===== src/rtl/ds_spill_ctrl.sv =====
// rtl/ds_spill_ctrl.sv - spill/fill controller below the data_stack bottom cell
//
// Purpose:
//   Extends data_stack into a memory spill region. A push onto a full on-chip
//   stack writes the word leaving sr127 to memory. A pop while spilled words
//   exist feeds sr127 from a cached top-of-spill register (top_q), which is
//   then refilled from memory. stall is high while a memory access is open.
//
// Ports:
//   clk, async_reset           clock, asynchronous active-high reset
//   push, pop                  stack command strobes (shared with data_stack)
//   data_write, data_read      data_stack write/read qualifiers
//   ds_size[15:0]              on-chip occupancy
//   sr127_out[15:0]            bottom-cell value before the shift
//   sr127_in[15:0]             value shifted into sr127 on a pop
//   stall                      memory transaction in flight
//   mem_req, mem_we            request (held until mem_ready), 1 = write
//   mem_addr[15:0]             word address
//   mem_wdata[15:0]            spill data
//   mem_rdata[15:0]            fill data, valid with mem_ready
//   mem_ready                  request accepted/completed
//   spill_count[15:0]          words held in memory
//   spill_overflow             sticky: spill attempted with region full
//   cmd_dropped                sticky: command arrived during stall

module ds_spill_ctrl #(
  parameter logic [15:0] SPILL_BASE  = 16'h0000,
  parameter int unsigned SPILL_DEPTH = 1024,
  parameter int unsigned FULL_LEVEL  = 128
) (
  input  logic        clk,
  input  logic        async_reset,
  input  logic        push,
  input  logic        pop,
  input  logic        data_write,
  input  logic        data_read,
  input  logic [15:0] ds_size,
  input  logic [15:0] sr127_out,
  output logic [15:0] sr127_in,
  output logic        stall,
  output logic        mem_req,
  output logic        mem_we,
  output logic [15:0] mem_addr,
  output logic [15:0] mem_wdata,
  input  logic [15:0] mem_rdata,
  input  logic        mem_ready,
  output logic [15:0] spill_count,
  output logic        spill_overflow,
  output logic        cmd_dropped
);

  localparam logic [15:0] DEPTH16 = 16'(SPILL_DEPTH);
  localparam logic [15:0] FULL16  = 16'(FULL_LEVEL);

  typedef enum logic [1:0] {
    ST_IDLE  = 2'd0,
    ST_SPILL = 2'd1,
    ST_FILL  = 2'd2
  } state_e;

  state_e      state_q, state_d;
  logic [15:0] top_q, top_d;
  logic [15:0] addr_q, addr_d;
  logic [15:0] wdata_q, wdata_d;
  logic [15:0] count_q, count_d;
  logic        ovf_q, ovf_d;
  logic        drop_q, drop_d;

  logic        psh;
  logic        pp;
  logic        at_full;
  logic [15:0] new_count;

  // Simultaneous push and pop is a no-op for this block.
  assign psh     = push & data_write & ~pop;
  assign pp      = pop & data_read & ~push;
  assign at_full = (ds_size >= FULL16);

  // State register
  always_ff @(posedge clk or posedge async_reset) begin
    if (async_reset) begin
      state_q <= ST_IDLE;
      top_q   <= 16'h0000;
      addr_q  <= 16'h0000;
      wdata_q <= 16'h0000;
      count_q <= 16'h0000;
      ovf_q   <= 1'b0;
      drop_q  <= 1'b0;
    end else begin
      state_q <= state_d;
      top_q   <= top_d;
      addr_q  <= addr_d;
      wdata_q <= wdata_d;
      count_q <= count_d;
      ovf_q   <= ovf_d;
      drop_q  <= drop_d;
    end
  end

  // Next-state logic
  always_comb begin
    state_d   = state_q;
    top_d     = top_q;
    addr_d    = addr_q;
    wdata_d   = wdata_q;
    count_d   = count_q;
    ovf_d     = ovf_q;
    drop_d    = drop_q;
    new_count = count_q - 16'd1;

    case (state_q)
      ST_IDLE: begin
        if (psh && at_full) begin
          if (count_q < DEPTH16) begin
            // The pre-shift bottom word becomes the new top of spill, so the
            // cache is already correct and no read-back is needed later.
            wdata_d = sr127_out;
            addr_d  = SPILL_BASE + count_q;
            top_d   = sr127_out;
            count_d = count_q + 16'd1;
            state_d = ST_SPILL;
          end else begin
            ovf_d = 1'b1;
          end
        end else if (pp && (count_q != 16'h0000)) begin
          // data_stack takes top_q on this edge; fetch the next one down.
          count_d = new_count;
          if (new_count != 16'h0000) begin
            addr_d  = SPILL_BASE + new_count - 16'd1;
            state_d = ST_FILL;
          end else begin
            top_d = 16'h0000;
          end
        end
      end

      ST_SPILL: begin
        if (psh || pp) drop_d = 1'b1;
        if (mem_ready) state_d = ST_IDLE;
      end

      ST_FILL: begin
        if (psh || pp) drop_d = 1'b1;
        if (mem_ready) begin
          top_d   = mem_rdata;
          state_d = ST_IDLE;
        end
      end

      default: state_d = ST_IDLE;
    endcase
  end

  // Outputs: decoded from registered state only, so mem_ready never reaches
  // stall combinationally and reset clears mem_req immediately.
  always_comb begin
    stall          = (state_q != ST_IDLE);
    mem_req        = (state_q != ST_IDLE);
    mem_we         = (state_q == ST_SPILL);
    mem_addr       = addr_q;
    mem_wdata      = wdata_q;
    sr127_in       = top_q;
    spill_count    = count_q;
    spill_overflow = ovf_q;
    cmd_dropped    = drop_q;
  end

endmodule

===== config.mk =====
export PLATFORM = sky130hd
export DESIGN_NAME = ds_spill_ctrl
export DESIGN_NICKNAME = d
export VERILOG_FILES = /design/src/rtl/ds_spill_ctrl.sv
export SDC_FILE = /design/constraint.sdc
export NUM_CORES = 1
export LEC_CHECK = 0
export CAP_MARGIN = 20
export CORE_MARGIN = 2
export CORE_UTILIZATION = 43
export DETAILED_ROUTE_END_ITERATION = 16
export GPL_TIMING_DRIVEN = 0
export PLACE_DENSITY = 0.77
export SLEW_MARGIN = 10
export SYNTH_ARGS = -nofsm -noshare
export SYNTH_HDL_FRONTEND = slang
export SYNTH_SLANG_ARGS = --single-unit

===== constraint.sdc =====
create_clock -name clk -period 3.15 [get_ports clk]
set_input_delay 0.945 -clock clk [delete_from_list [all_inputs] [get_ports clk]]
set_output_delay 0.945 -clock clk [all_outputs]
set_load 0.01 [all_outputs]

==> results <==
final timing paths:
check / to / slack [ns] / cells after the start
max in group asynchronous: mem_addr[4]$_DFFE_PP0P_ / 1.75 / 3
setup reg to reg: sr127_in[8]$_DFFE_PP0P_ / 0.11 / 9
setup / recovery: sr127_in[8]$_DFFE_PP0P_ / 0.11 / 9
hold reg to reg: cmd_dropped$_DFFE_PP0P_ / 0.47 / 1
min in group asynchronous: mem_wdata[8]$_DFFE_PP0P_ / 0.86 / 2
hold / removal: cmd_dropped$_DFFE_PP0P_ / 0.47 / 1
flip-flops by register name, summed over array words and instances (netlist names):
register	flops
mem_addr	16
mem_wdata	16
spill_count	16
sr127_in	16
state_q	2
cmd_dropped	1
spill_overflow	1
final cells by class:
cell class              count  area, sq um
clock buffers              10          128
fillers                   791         3430
plain buffers              28          156
inverters                  11         47.5
repair buffers            126         1270
clock inverters             6         72.6
multi-input cells         316         2320
flip-flops and latches     68         1700
well taps                 129          161
logic make-up after synthesis:
group,share of synthesized area (%)
buf+inv,4.23
fa+ha+maj,2.13
mux,12.6
xor+xnor,6.38
simple gates,19.6
flops,41.3
compound gates,13.7
cells in the final DEF, fill, tap and decap left out, types with 6 or more instances in the layout:
cell type and instances:
inv_1 8, dfrtp_1 67, nor4_1 6, o21ai_0 32
nand3_1 8, nand2_1 62, mux2_4 10, clkdlybuf4s50_1 116
clkbuf_8 9, ha_1 6, clkbuf_1 14, buf_4 9
mux2_2 28, xor2_1 12, a21oi_1 11, xnor2_1 17
nor3_1 10, nor2_1 24, buf_2 7
worst register-to-register path, cell delays in order, from the launching register on:
cell and delay, ns:
dfrtp_1 0.40, clkbuf_1 0.26, nor4_1 0.60, nand4b_1 0.30
xor2_1 0.24, nor4b_4 0.15, buf_4 0.17, o211ai_4 0.32
buf_12 0.20, mux2_4 0.31
timing repair:
action	CTS	global route
buffers inserted	4	5
setup endpoints to repair	56	32
pin swaps	1	5
gates resized for setup	14	13
cloned	0	0
layer usage:
metal	global-route usage, %	vias up	part of all wire (%)	routed length (microns)
met5	0	-	0	0
met4	10.3	0	2.6	322
met3	3.49	23	5.7	692
met2	38.9	146	47	5770
met1	33.4	1827	44	5390
li1	-	1775	-	-
power groups by stage:
stage	Clock [mW]	Sequential (mW)	Combinational (mW)
floorplan	0	1.66	1.69
global placement	0	1.50	3.01
CTS	0.769	1.50	3.17
global route	0.815	1.56	3.59
detailed placement	0	1.53	3.07
finish	0.768	1.50	3.33
==> metrics.csv <==
stage,metric,value,unit
synthesis,synth_most_common_cell,dfrtp_1,
setup_path,path_buf_inv,3,
power_and_ir_drop,cellLeakagePower,2.43,nW
clock_network,cts_buffers,9,
sta,min_period,3.04,ns
setup_path,crit_path_top_delay_cell,nor4_1,
synthesis,ys_top_cells_by_count,"dfrtp_1 (68), nand2_1 (62), o21ai_0 (33)",
power_and_ir_drop,p_clk_share,13.7,%
clock_network,clockBufferDepth,2,
detailed_routing,num_vias,3771,
global_route,antenna_found_initial,0,
synthesis,synth.area.top_cells,"dfrtp_1 (41%), mux2_2 (7.7%), nand2_1 (5.7%)",
power_and_ir_drop,p_sw_share,40.7,%
power_and_ir_drop,power,5.60,mW
synthesis,ys_ff_latch,68,
die,initial_core_util,44.3,%
detailed_routing,dr.pass1.iters,5,
die,dieArea,10400,sq um
sta,maxSlewViolCount,0,
setup_path,slowest_delay,0.60,ns
synthesis,syn_inst,423,
synthesis,synth_seq_area_share,41.3,%
sta,max_freq,0.329,GHz
synthesis,syn-cell-area,4120,sq um
setup_path,critPathLaunchType,flip-flop,
layout,areaGrowthSynthToFinish,42.2,%
detailed_routing,drc,0,
power_and_ir_drop,internal_power,3.32,mW
detailed_routing,routed_wl,12.2,mm
synthesis,synth_area_leader_cell,dfrtp_1,
setup_path,path_delay_family,simple AND/OR/NAND/NOR gates,
clock_network,htree_levels,3,
die,ioPinCount,124,
global_route,grt_max_degree,53,
sta,whs,0.469,ns
setup_path,reg2reg_from,spill_count[8]$_DFFE_PP0P_,
setup_path,critPathKind,reg -> reg,
sta,hold_viol,0,
place,port_buffers,116,
place,postPlaceCellArea,5470,sq um
sta,min_period_over_period,96.5,%
sta,setup_ws,0.109,ns
place,pre_cts_ws,-0.688,ns
layout,drive_gt1_share,19.6,%
synthesis,synth-edff-count,0,
sta,max_slew_margin,54.9,%
place,dp_hpwl,8.83,mm
setup_path,crit_fanout,10,
sta,finalSetupTns,0,ns
die,die_h,102,microns
layout,finalNetCount,622,
clock_network,cts-root-buf,clkbuf_8,
sta,finalClockSkew,0.0135,ns
run,maxCapViolCount,0,
synthesis,synthArstFlopShare,100,%
power_and_ir_drop,vdd_drop_max,484,uV
synthesis,synth_area_per_cell,9.73,sq um
sta,max_slew.worst_pin.slew,0.670,ns
min_path,hp-start,cmd_dropped$_DFFE_PP0P_,
power_and_ir_drop,power_density,957,nW/um^2
die,row_count,35,
global_route,gr-total-overflow,0,
status,outcome,completed,
clock_network,insertion_delay,0.36,ns
detailed_routing,via_per_inst,5.43,
clock_network,cts_tree,yes,
power_and_ir_drop,switching_power,2.28,mW
min_path,hold_class,reg -> reg,
detailed_routing,postRouteAntennaNets,0,
synthesis,synth.top_cell.area_share,41.3,%
detailed_routing,drt_iter0_markers,317,
synthesis,synth_cell_types,61,
global_route,grt_pass1_vias,3766,
clock_network,cts.sinks,68,
clock_network,clk_pin_slew_worst_paths,0.08,ns
power_and_ir_drop,comb_power_share,59.5,%
global_route,grt_usage,24.4,%
layout,fin_cells,694,
setup_path,end_kind,flip-flop,
clock_network,ctsHoldBuffers,0,
setup_path,cp_cell_sequence,clkbuf_1 > nor4_1 > nand4b_1 > xor2_1 > nor4b_4 > buf_4 > o211ai_4 > buf_12 > mux2_4,
setup_path,worstPathRequired,3.39,ns
setup_path,arrival,3.28,ns
die,die_w,102,microns
power_and_ir_drop,p_seq_share,26.8,%
die,core,9280,sq um
detailed_routing,wl_per_cell,17.5,microns
sta,setup_violations,0,
setup_path,setup.worst_path.start,spill_count[8]$_DFFE_PP0P_,
synthesis,ys_warn_count,0,
layout,final_util,63.0,%
layout,finish.instance_area,5850,sq um
place,gp_congestion,0.923,
layout,antenna_cells,0,
synthesis,synth-main-ff-cell,dfrtp_1,
synthesis,synth_fp_nets,485,
place,place_inst,669,
global_route,grt_pass1_wl,19.4,mm
No activity file was read; power rests on OpenSTA's default activity.
